File: src/rtl/sprite_pkg.sv
// sprite_pkg: shared sizing constants, FSM state encoding and the sprite
// table entry layout used by the per-scanline sprite scheduler.
//   CORDW      signed coordinate width
//   NUM_SPR    sprite table entries, NUM_SLOTS sprite engines per line
//   IDW / SLW  table index width / slot index width (minimum 1)
package sprite_pkg;

   localparam int CORDW     = 16;
   localparam int H_RES     = 640;
   localparam int V_RES     = 480;
   localparam int SPR_DRAWH = 64;
   localparam int NUM_SPR   = 4;
   localparam int NUM_SLOTS = 2;
   localparam int IDW       = (NUM_SPR > 1) ? $clog2(NUM_SPR) : 1;
   localparam int SLW       = (NUM_SLOTS > 1) ? $clog2(NUM_SLOTS) : 1;

   typedef enum logic [1:0] {
      IDLE  = 2'd0,
      SCAN  = 2'd1,
      ISSUE = 2'd2,
      FILL  = 2'd3
   } state_t;

   typedef struct packed {
      logic             en;
      logic [CORDW-1:0] x;
      logic [CORDW-1:0] y;
   } sprite_t;

endpackage

File: src/rtl/sprite_line_scheduler_table.sv
// sprite_table: NUM_SPR-entry sprite register file.
//   clk, rst_n     clock, asynchronous active-low reset (clears every entry)
//   we/widx/wdata  single write port, written at the clock edge
//   ridx/rdata     combinational read port
module sprite_table
   import sprite_pkg::*;
(
   input  logic           clk,
   input  logic           rst_n,
   input  logic           we,
   input  logic [IDW-1:0] widx,
   input  sprite_t        wdata,
   input  logic [IDW-1:0] ridx,
   output sprite_t        rdata
);

   sprite_t mem [NUM_SPR];

   always_ff @(posedge clk or negedge rst_n) begin
      if (!rst_n) begin
         for (int i = 0; i < NUM_SPR; i++) mem[i] <= '0;
      end else if (we) begin
         mem[widx] <= wdata;
      end
   end

   assign rdata = mem[ridx];

endmodule

File: src/rtl/sprite_line_scheduler.sv
// sprite_line_scheduler: on each line pulse, scans the sprite table for
// entries that intersect the next scanline and issues exactly NUM_SLOTS slot
// loads (hits first in ascending index, then empty fills) to the engines.
//   clk_25MHz, btn_rst_n   pixel clock, asynchronous active-low reset
//   line, sy               start-of-line pulse and current line number
//   cfg_*                  sprite table write port
//   load_*                 slot load channel: a transfer happens on every
//                          clock edge where load_valid && load_ready; once
//                          load_valid rises it and all load_* fields hold
//                          until that transfer, and load_ready is ignored
//                          while load_valid is low
//   busy, overflow, late   status: not idle, more hits than slots on the
//                          last scheduled line, line arrived while busy
module sprite_line_scheduler
   import sprite_pkg::*;
(
   input  logic             clk_25MHz,
   input  logic             btn_rst_n,
   input  logic             line,
   input  logic [CORDW-1:0] sy,
   input  logic             cfg_we,
   input  logic [IDW-1:0]   cfg_idx,
   input  logic             cfg_en,
   input  logic [CORDW-1:0] cfg_x,
   input  logic [CORDW-1:0] cfg_y,
   output logic             load_valid,
   input  logic             load_ready,
   output logic [SLW-1:0]   load_slot,
   output logic             load_en,
   output logic [IDW-1:0]   load_idx,
   output logic [CORDW-1:0] load_x,
   output logic [CORDW-1:0] load_y,
   output logic             busy,
   output logic             overflow,
   output logic             late
);

   // slot counter must be able to hold NUM_SLOTS itself ("all slots used")
   localparam int              CNTW     = SLW + 1;
   localparam logic [CNTW-1:0] SLOTS_N  = CNTW'(NUM_SLOTS);
   localparam logic [IDW-1:0]  LAST_IDX = IDW'(NUM_SPR - 1);

   state_t                state, state_nx;
   logic signed [CORDW:0] next_y;
   logic [IDW-1:0]        scan_idx;
   logic [CNTW-1:0]       slot_cnt, slot_inc;
   logic                  pend;
   logic [IDW-1:0]        hit_idx;
   logic [CORDW-1:0]      hit_x, hit_y;
   sprite_t               wr_entry, entry;
   logic signed [CORDW:0] y_lo, y_hi;
   logic                  hit, slot_free, last, handshake, take_line, restart;

   assign wr_entry = '{en: cfg_en, x: cfg_x, y: cfg_y};

   sprite_table u_table (
      .clk   (clk_25MHz),
      .rst_n (btn_rst_n),
      .we    (cfg_we),
      .widx  (cfg_idx),
      .wdata (wr_entry),
      .ridx  (scan_idx),
      .rdata (entry)
   );

   // one extra bit so y + SPR_DRAWH and sy + 1 can never wrap
   assign y_lo      = {entry.y[CORDW-1], entry.y};
   assign y_hi      = y_lo + (CORDW+1)'(SPR_DRAWH);
   assign hit       = entry.en && (next_y >= y_lo) && (next_y < y_hi);
   assign slot_free = (slot_cnt < SLOTS_N);
   assign slot_inc  = slot_cnt + CNTW'(1);
   assign last      = (scan_idx == LAST_IDX);
   assign handshake = load_valid && load_ready;
   // a line seen while busy waits in pend until no transfer is in flight
   assign take_line = line || pend;
   assign restart   = (state != IDLE) && take_line && ((state == SCAN) || handshake);

   always_ff @(posedge clk_25MHz or negedge btn_rst_n) begin
      if (!btn_rst_n) state <= IDLE;
      else            state <= state_nx;
   end

   always_comb begin
      state_nx = state;
      case (state)
         IDLE: if (line) state_nx = SCAN;
         SCAN: begin
            if (take_line)              state_nx = SCAN;
            else if (hit && slot_free)  state_nx = ISSUE;
            else if (last)              state_nx = slot_free ? FILL : IDLE;
         end
         ISSUE: if (handshake) begin
            if (take_line || !last)     state_nx = SCAN;
            else                        state_nx = (slot_inc < SLOTS_N) ? FILL : IDLE;
         end
         FILL: if (handshake) begin
            if (take_line)              state_nx = SCAN;
            else if (slot_inc >= SLOTS_N) state_nx = IDLE;
         end
         default: state_nx = IDLE;
      endcase
   end

   always_comb begin
      load_valid = 1'b0;
      load_en    = 1'b0;
      load_slot  = '0;
      load_idx   = '0;
      load_x     = '0;
      load_y     = '0;
      case (state)
         ISSUE: begin
            load_valid = 1'b1;
            load_en    = 1'b1;
            load_slot  = slot_cnt[SLW-1:0];
            load_idx   = hit_idx;
            load_x     = hit_x;
            load_y     = hit_y;
         end
         FILL: begin
            load_valid = 1'b1;
            load_slot  = slot_cnt[SLW-1:0];
         end
         default: ;
      endcase
   end

   assign busy = (state != IDLE);

   always_ff @(posedge clk_25MHz or negedge btn_rst_n) begin
      if (!btn_rst_n) begin
         next_y   <= '0;
         scan_idx <= '0;
         slot_cnt <= '0;
         pend     <= 1'b0;
         overflow <= 1'b0;
         late     <= 1'b0;
         hit_idx  <= '0;
         hit_x    <= '0;
         hit_y    <= '0;
      end else begin
         late <= line && (state != IDLE);
         if (line) next_y <= {sy[CORDW-1], sy} + (CORDW+1)'(1);
         if (((state == IDLE) && line) || restart) begin
            scan_idx <= '0;
            slot_cnt <= '0;
            overflow <= 1'b0;
            pend     <= 1'b0;
         end else begin
            if (line) pend <= 1'b1;
            case (state)
               SCAN: begin
                  // latch the hit so load_* stay stable even if the table is rewritten
                  if (hit && slot_free) begin
                     hit_idx <= scan_idx;
                     hit_x   <= entry.x;
                     hit_y   <= entry.y;
                  end else begin
                     scan_idx <= scan_idx + 1'b1;
                  end
                  if (hit && !slot_free) overflow <= 1'b1;
               end
               ISSUE: if (handshake) begin
                  slot_cnt <= slot_inc;
                  scan_idx <= scan_idx + 1'b1;
               end
               FILL: if (handshake) slot_cnt <= slot_inc;
               default: ;
            endcase
         end
      end
   end

endmodule

File: config.mk
export PLATFORM = sky130hd
export DESIGN_NAME = sprite_line_scheduler
export DESIGN_NICKNAME = d
export VERILOG_FILES = /design/src/rtl/sprite_pkg.sv /design/src/rtl/sprite_line_scheduler_table.sv /design/src/rtl/sprite_line_scheduler.sv
export SDC_FILE = /design/constraint.sdc
export NUM_CORES = 1
export LEC_CHECK = 0
export BUFFER_PORTS_ARGS = -buffer_cell sky130_fd_sc_hd__buf_2
export CORE_MARGIN = 5
export CORE_UTILIZATION = 50
export DETAILED_ROUTE_END_ITERATION = 16
export GPL_TIMING_DRIVEN = 0
export PLACE_DENSITY = 0.7
export SLEW_MARGIN = 20
export SYNTH_ARGS = -nofsm -noshare
export SYNTH_HDL_FRONTEND = slang
export SYNTH_SLANG_ARGS = --single-unit
File: constraint.sdc
create_clock -name clk_25MHz -period 4.9 [get_ports clk_25MHz]
set_input_delay 0.735 -clock clk_25MHz [delete_from_list [all_inputs] [get_ports clk_25MHz]]
set_output_delay 0.735 -clock clk_25MHz [all_outputs]
set_load 0.02 [all_outputs]
After elaboration in Yosys (flattened, before gate mapping) --
Cells that the tools add are included.
Cells by class: $add $sub $neg 4, order comparisons 8, equality and inequality tests 11, multiplexer cells 36, bitwise operators 3, reductions and logical operators 30
Operators with widths (number):
- 132-bit bitwise mux | 1
- 33-bit 2-to-1 mux | 3
- 33-bit binary-select mux with 2-bit select | 1
- 33-bit demux with 2-bit select | 1
- 2-bit 2-to-1 mux | 18
- 16-bit 2-to-1 mux | 2
- 16-bit by 2-bit adder with 17-bit output, second input constant | 1
- 16-bit by 8-bit adder with 17-bit output, second input constant | 1
- 17-bit by 16-bit greater-or-equal comparator with 1-bit output | 1
- 17-bit < comparator | 1
- 2-bit nonzero test | 6
- 1-bit logical AND | 10
- 1-bit 2-to-1 mux | 8
- 2-bit one-hot mux with 4 select lines | 1
- 2-bit equality test, second input constant | 3
- 3-bit greater-or-equal comparator, second input constant | 2
- 2-bit != test, second input constant | 3
- 3-bit != test, second input constant | 2
- 2-bit NOT with 3-bit output | 2
- 3-bit AND reduction | 2
- 5-bit AND reduction | 1
- 2-bit by 1-bit adder with 2-bit output, second input constant | 2
- 1-bit logical OR | 4
- 2-bit < comparator, second input constant | 2
- 12 further kinds | 14
Word-level totals: bits in registers 192, output and inout bits 40, logic and storage cells 114

Longest topological paths before layout --
word-level depth 11, mapped depth 17

Modules after synthesis --
A second synthesis with hierarchy kept.
Second synthesis, totals: cell total of the unflattened synthesis 705, area total of the unflattened synthesis 9530.4 µm²
By module, submodules not included:
- sprite_table | instances 1, cells an instance 321, area an instance 5739.3 µm²
- sprite_line_scheduler | instances 1, cells an instance 384, area an instance 3791.1 µm²

Worst setup path after synthesis --
No wires, ideal clock.
path kind register to register, from register scan_idx[1], to register hit_x[0], library setup time 125 ps, arrival 3773 ps, setup slack 1002 ps, cell stages (with the launch flop) 18, path buffers 4, clock period less this slack 3898 ps, cell sequence dfrtp_1 buf_2 buf_1 mux4_1 nand2_1 nor4_1 nand3_1 xnor2_1 ha_1 nand4_1 nor3_1 a21boi_0 nor3_1 a2111oi_4 and2_4 buf_12 buf_12 mux2_4
Between the ends: longest elaborated chain between the ends 9, elaborated cells between the ends (all ways) 11
RTL lines:
- start: declaration | line sprite_line_scheduler.sv:45 | logic [IDW-1:0] scan_idx;
- start signal: assignment | line sprite_line_scheduler.sv:159 | scan_idx <= scan_idx + 1'b1;
- start signal: assignment | line sprite_line_scheduler.sv:165 | scan_idx <= scan_idx + 1'b1;
- 2-bit NOT with 3-bit output (not written as such) * | line sprite_line_scheduler_table.sv:27 | assign rdata = mem[ridx];
- 33-bit binary-select mux with 2-bit select * | line sprite_line_scheduler_table.sv:27
- 33-bit 2-to-1 mux (not written as such) * (2 in a row) | line sprite_line_scheduler_table.sv:27
- 16-bit by 8-bit adder with 17-bit output / 17-bit by 16-bit greater-or-equal comparator with 1-bit output (equally long branches) | line sprite_line_scheduler.sv:68, sprite_line_scheduler.sv:69
- 17-bit < comparator / 1-bit logical AND (equally long branches) | line sprite_line_scheduler.sv:69 | assign hit = entry.en && (next_y >= y_lo) && (next_y < y_hi);
- 1-bit logical AND | line sprite_line_scheduler.sv:69
- 1-bit logical AND | line sprite_line_scheduler.sv:154 | if (hit && slot_free) begin
- 3-bit AND reduction (no line)
- end signal: assignment | line sprite_line_scheduler.sv:156 | hit_x <= entry.x;
- end: declaration | line sprite_line_scheduler.sv:49 | logic [CORDW-1:0] hit_x, hit_y;
Mark *: on every way between the ends. The rest lies on a longest branch, timed or not. The select of a mux whose other input is x is not followed. A chain may end at the register's enable or synchronous reset.

==> results.md <==
Global routing:
- The layer flagged by global routing as most heavily used is met2.
- Global routing finished with a remaining overflow of 0.
- The via count of the first global-routing pass is about 6800.
- The number of antenna violations at the first check in global routing is 1.
- The all-layer global routing usage is between 20% and 30%.
- The routing usage on met2 is between 30% and 40%.
- Global routing consumed, on the met3 layer, under 10% of the routing resources.
- The met1 track utilization from global routing is 25.8%.
- The first global-routing pass estimated between 30000 and 40000 µm of wire.
- Entering global routing, the biggest net connects roughly 110 pins.

Critical path:
- The most critical setup path has its endpoint at hit_x[0]$_DFFE_PN0P_.
- The critical path starts at scan_idx[1]$_DFFE_PN0P_.
- The reg-to-reg endpoint is hit_x[0]$_DFFE_PN0P_.
- The critical path contains buffers and inverters numbering 3 combined.
- The cell family contributing the most delay on the critical path is simple AND/OR/NAND/NOR gates.
- The number of cells on the worst reg-to-reg path is 16.
- The cell with the biggest individual delay on the critical path is sky130_fd_sc_hd__nor4_1.
- For this run, the slowest stage of the critical path takes approximately 0.44 ns.
- The cell count along the critical path is 16.
- The setup check on the worst reg-to-reg path leaves a slack of roughly 0.26 ns.
- The arrival time of the worst setup path is 4.96 ns.
- Data on the critical path is required at its endpoint by between 5 and 6 ns.
- The startpoint identified for the worst register-to-register timing path is scan_idx[1]$_DFFE_PN0P_.
- The maximum fanout along the worst path is 17.
- The worst setup path is of the flop to flop kind.
- The worst setup path is captured at a flop.
- The critical path goes through clkbuf_4 > mux4_1 > ha_1 > nand3_1 > nor4_1 > xnor2_1 > ha_1 > nand4_1 > nor3_1 > a21boi_0 > nor3_1 > a2111oi_4 > and2_4 > buf_12 > buf_12 > mux2_4.
- The worst setup path is launched from a flop.

Clocking:
- The total number of H-tree levels is 4.
- The number of setup buffers added after CTS is 0.
- TritonCTS built the clock tree.
- The tree is rooted in a sky130_fd_sc_hd__clkbuf_16.
- The clock net sink count is ~190.
- The clock insertion delay at the later pin of the skew report is 0.43 ns.
- The clock-pin slew reported for the worst setup and hold paths after clock tree synthesis is 0.07 ns.
- The maximum clock path buffer count is 2.
- Counting the buffers created by CTS gives 17.

Timing:
- The final critical delay including setup and external delays is between 4 and 5 ns.
- The worst path uses 94.7% of the clock period.
- Setup violations remaining at the end of the flow were counted as 0.
- Static timing analysis puts the maximum clock frequency at around 0.22 GHz.
- The worst slew slack as a fraction of its limit is ~38%.
- The post-route clock skew is 0.0101 ns.
- Adding up every negative setup slack in the final design gives 0 ns.
- At the pin with the least slew margin, the transition time is around 0.93 ns.
- The number of slew-limit violations in the final report is 0.
- The worst hold slack is approximately 0.32 ns.
- Setup repair after global routing left no endpoint under its margin.
- The count of endpoints failing hold in the final timing report is 0.

Logic synthesis:
- Yosys mapped a number of flops with a built-in enable equal to 0.
- Sorting the synthesized cells by area gives the leading types as sky130_fd_sc_hd__dfrtp_1, sky130_fd_sc_hd__mux2_2, sky130_fd_sc_hd__mux4_2.
- Counting distinct cell types in the post-synthesis netlist gives 48.
- Summing every instance area after synthesis gives approximately 9600 µm².
- sky130_fd_sc_hd__dfrtp_1 is the most common cell in the netlist.
- The synthesized design contains 192 register bits.
- The dominant register cell in the synthesized netlist is sky130_fd_sc_hd__dfrtp_1.
- After synthesis, the largest area contributor takes up 50.1% of total cell area.
- The share of synthesized area occupied by flip-flops and latches is 50.1%.
- The average instance in the mapped netlist occupies roughly 14 µm².
- The post-synthesis cell type with the largest combined area is sky130_fd_sc_hd__dfrtp_1.
- The count of synthesis-stage warnings from yosys is 0.
- The number of nets handed over by synthesis was 791.
- The fraction of synthesis flops using an asynchronous set or reset pin is between 90% and 100%.
- The instance count of the mapped netlist is roughly 700.
- Ranked by instance count, the synthesized netlist is headed by sky130_fd_sc_hd__dfrtp_1, sky130_fd_sc_hd__mux2_2, sky130_fd_sc_hd__and2_1, sky130_fd_sc_hd__a21oi_1, sky130_fd_sc_hd__ha_1.

Layout:
- Once layout is complete, the cells apart from fillers number roughly 1100.
- The net count of the finished layout is roughly 900.
- At the end of the flow the core is filled with cells to between 50% and 60%.
- The post-route netlist has 40.0% of its cells at a drive strength greater than 1.
- The relative area change from synthesis to final layout is 15.3%.

Power:
- Of the total power, the share spent switching nets is 31.8%.
- Sequential cells account for approximately two fifths of the total power.
- The standby leakage power is ~5 nW.
- The completed layout was analyzed and its total power is 0.00558 W.
- The maximum VDD drop is approximately 0.29 mV.
- The clock network is responsible for between 20% and 30% of the overall power.
- For this design the total switching power over the nets is about 0.0018 W.
- In this run the power density over the cells is around 500 nW/µm².
- The share of total power dissipated in combinational logic is 35.1%.
- Cell internal power was estimated by the tool at 0.00381 W.

Die:
- The die is 149 µm tall.
- The number of rows created at floorplan is 50.
- After floorplanning, the core was sized to cover 18800 µm².
- The initial utilization of the core area, before any placement, comes to 51.0%.
- The die is between 100 and 150 µm wide.
- The top-level port count is 96.
- The area enclosed by the die boundary is approximately 22000 µm².

Placed design:
- The final weighted congestion of routability-driven global placement is approximately 0.83.
- The count of buffers added on input and output ports is 94.
- The half-perimeter wire length of the detailed placement result is about 15000 µm.
- Including well taps, the total number of placed cells is about 1100.

Routing:
- Dividing the detail-routed wire length by the instance count gives between 15 and 20 µm.
- The number of DRC violations after detailed-routing iteration 0 is 400.
- Detailed routing inserted a total of ~6000 vias.
- Once detail routing completed, the nets flagged for antenna violations numbered 0.
- The routed design has ~21000 µm of wire.
- The pre-antenna-repair detailed-routing pass consisted of 4 iterations.
- The per-cell via count in the routed design is around 5.5.
- In the routed design, unresolved DRC markers number 0.

Status:
- The run finished with clean final reports.

Flow run:
- The tool flagged a number of max-cap violations equal to 0.

Hold path:
- The worst hold path belongs to the class input pin to async pin.
-- timing repair --
action / in CTS / in global routing
gates resized for setup: 0 / 2
pin swaps: 0 / 0
hold buffers: 0 / 0
endpoints found under the hold margin: 0 / 0
setup endpoints to repair: 28 / 29
-- layout by cell type, fill, tap and decap left out, types with 4 or more instances in the layout --
master                      Yosys  final
sky130_fd_sc_hd__a21oi_1       32     32
sky130_fd_sc_hd__and2_1        37     37
sky130_fd_sc_hd__and3_1         6      6
sky130_fd_sc_hd__and4_1         5      5
sky130_fd_sc_hd__buf_12         4      4
sky130_fd_sc_hd__buf_2          2     94
sky130_fd_sc_hd__clkbuf_1      29     31
sky130_fd_sc_hd__clkbuf_16      0     17
sky130_fd_sc_hd__dfrtp_1      192    192
sky130_fd_sc_hd__ha_1          31     31
sky130_fd_sc_hd__inv_1         25     25
sky130_fd_sc_hd__inv_6          0      4
sky130_fd_sc_hd__mux2_2       139    139
sky130_fd_sc_hd__mux2_4        28     28
sky130_fd_sc_hd__mux4_1         6      6
sky130_fd_sc_hd__mux4_2        27     27
sky130_fd_sc_hd__nand2_1       16     16
sky130_fd_sc_hd__nand3_1       14     14
sky130_fd_sc_hd__nand4_1        5      5
sky130_fd_sc_hd__nor2_1        28     28
sky130_fd_sc_hd__nor3_1         4      4
sky130_fd_sc_hd__o21ai_0        8      8
sky130_fd_sc_hd__xnor2_1       13     13
sky130_fd_sc_hd__xor2_1        13     13
-- through the flow --
step / setup slack, ns / cell area [µm²]
2_1_floorplan: 1.00 / 9600
3_3_place_gp: -0.0531 / 10400
3_5_place_dp: -0.0713 / 10400
4_1_cts: 0.122 / 11100
5_1_grt: 0.0333 / 11100
6_report: 0.261 / 11100
-- layer usage --
layer / part of all wire, % / up-vias
met5: 0.061 / -
met4: 0.89 / 2
li1: - / 2766
met1: 43 / 3130
met3: 4.8 / 19
met2: 51 / 117
-- kinds of logic (layout without fill, tap and decap cells) --
kind of cell,Yosys count,after routing,synth area share (%)
flip-flops,192,192,50.1
other,0,1,0
XOR/XNOR,26,26,2.37
AND/OR/NAND/NOR,129,129,7.43
multiplexers,200,200,28.7
AO/OA/AOI/OAI,63,63,4.18
adder cells (fa/ha/maj),31,31,4.04
buffers and inverters,63,189,3.25
-- worst min-delay path by stage --
stage	from	cells past startpoint	to	slack, ns
2_1_floorplan	btn_rst_n	0	hit_idx[0]$_DFFE_PN0P_	0.44
3_3_place_gp	u_table.mem[72]$_DFFE_PN0P_	1	u_table.mem[72]$_DFFE_PN0P_	0.48
3_5_place_dp	hit_x[4]$_DFFE_PN0P_	1	hit_x[4]$_DFFE_PN0P_	0.49
4_1_cts	btn_rst_n	1	u_table.mem[40]$_DFFE_PN0P_	0.33
5_1_grt	btn_rst_n	1	u_table.mem[40]$_DFFE_PN0P_	0.36
6_report	btn_rst_n	1	hit_y[7]$_DFFE_PN0P_	0.32
-- flip-flops by register name, summed over array words and instances, names as in the netlist --
register / cells
pend: 1
scan_idx: 2
state: 2
u_table.mem: 132
next_y: 17
overflow: 1
slot_cnt: 2
hit_idx: 2
late: 1
hit_y: 16
hit_x: 16
-- power by group through the flow --
stage	logic (W)	clock network [W]	registers, W
floorplan	0.00150	0	0.00210
global placement	0.00186	0	0.00214
detailed placement	0.00195	0	0.00218
CTS	0.00197	0.00149	0.00215
global route	0.00215	0.00156	0.00220
finish	0.00196	0.00147	0.00215
-- cell type report --
| type | instances | area (µm²) |
|---|---|---|
| multi-input cells | 449 | 4490 |
| clock buffers | 21 | 460 |
| clock inverters | 11 | 163 |
| fillers | 1522 | 7770 |
| repair buffers | 95 | 508 |
| inverters | 25 | 93.8 |
| well taps | 260 | 325 |
| diodes | 1 | 2.50 |
| flip-flops and latches | 192 | 4800 |
| plain buffers | 37 | 216 |
(Power assumes the default switching activity.)
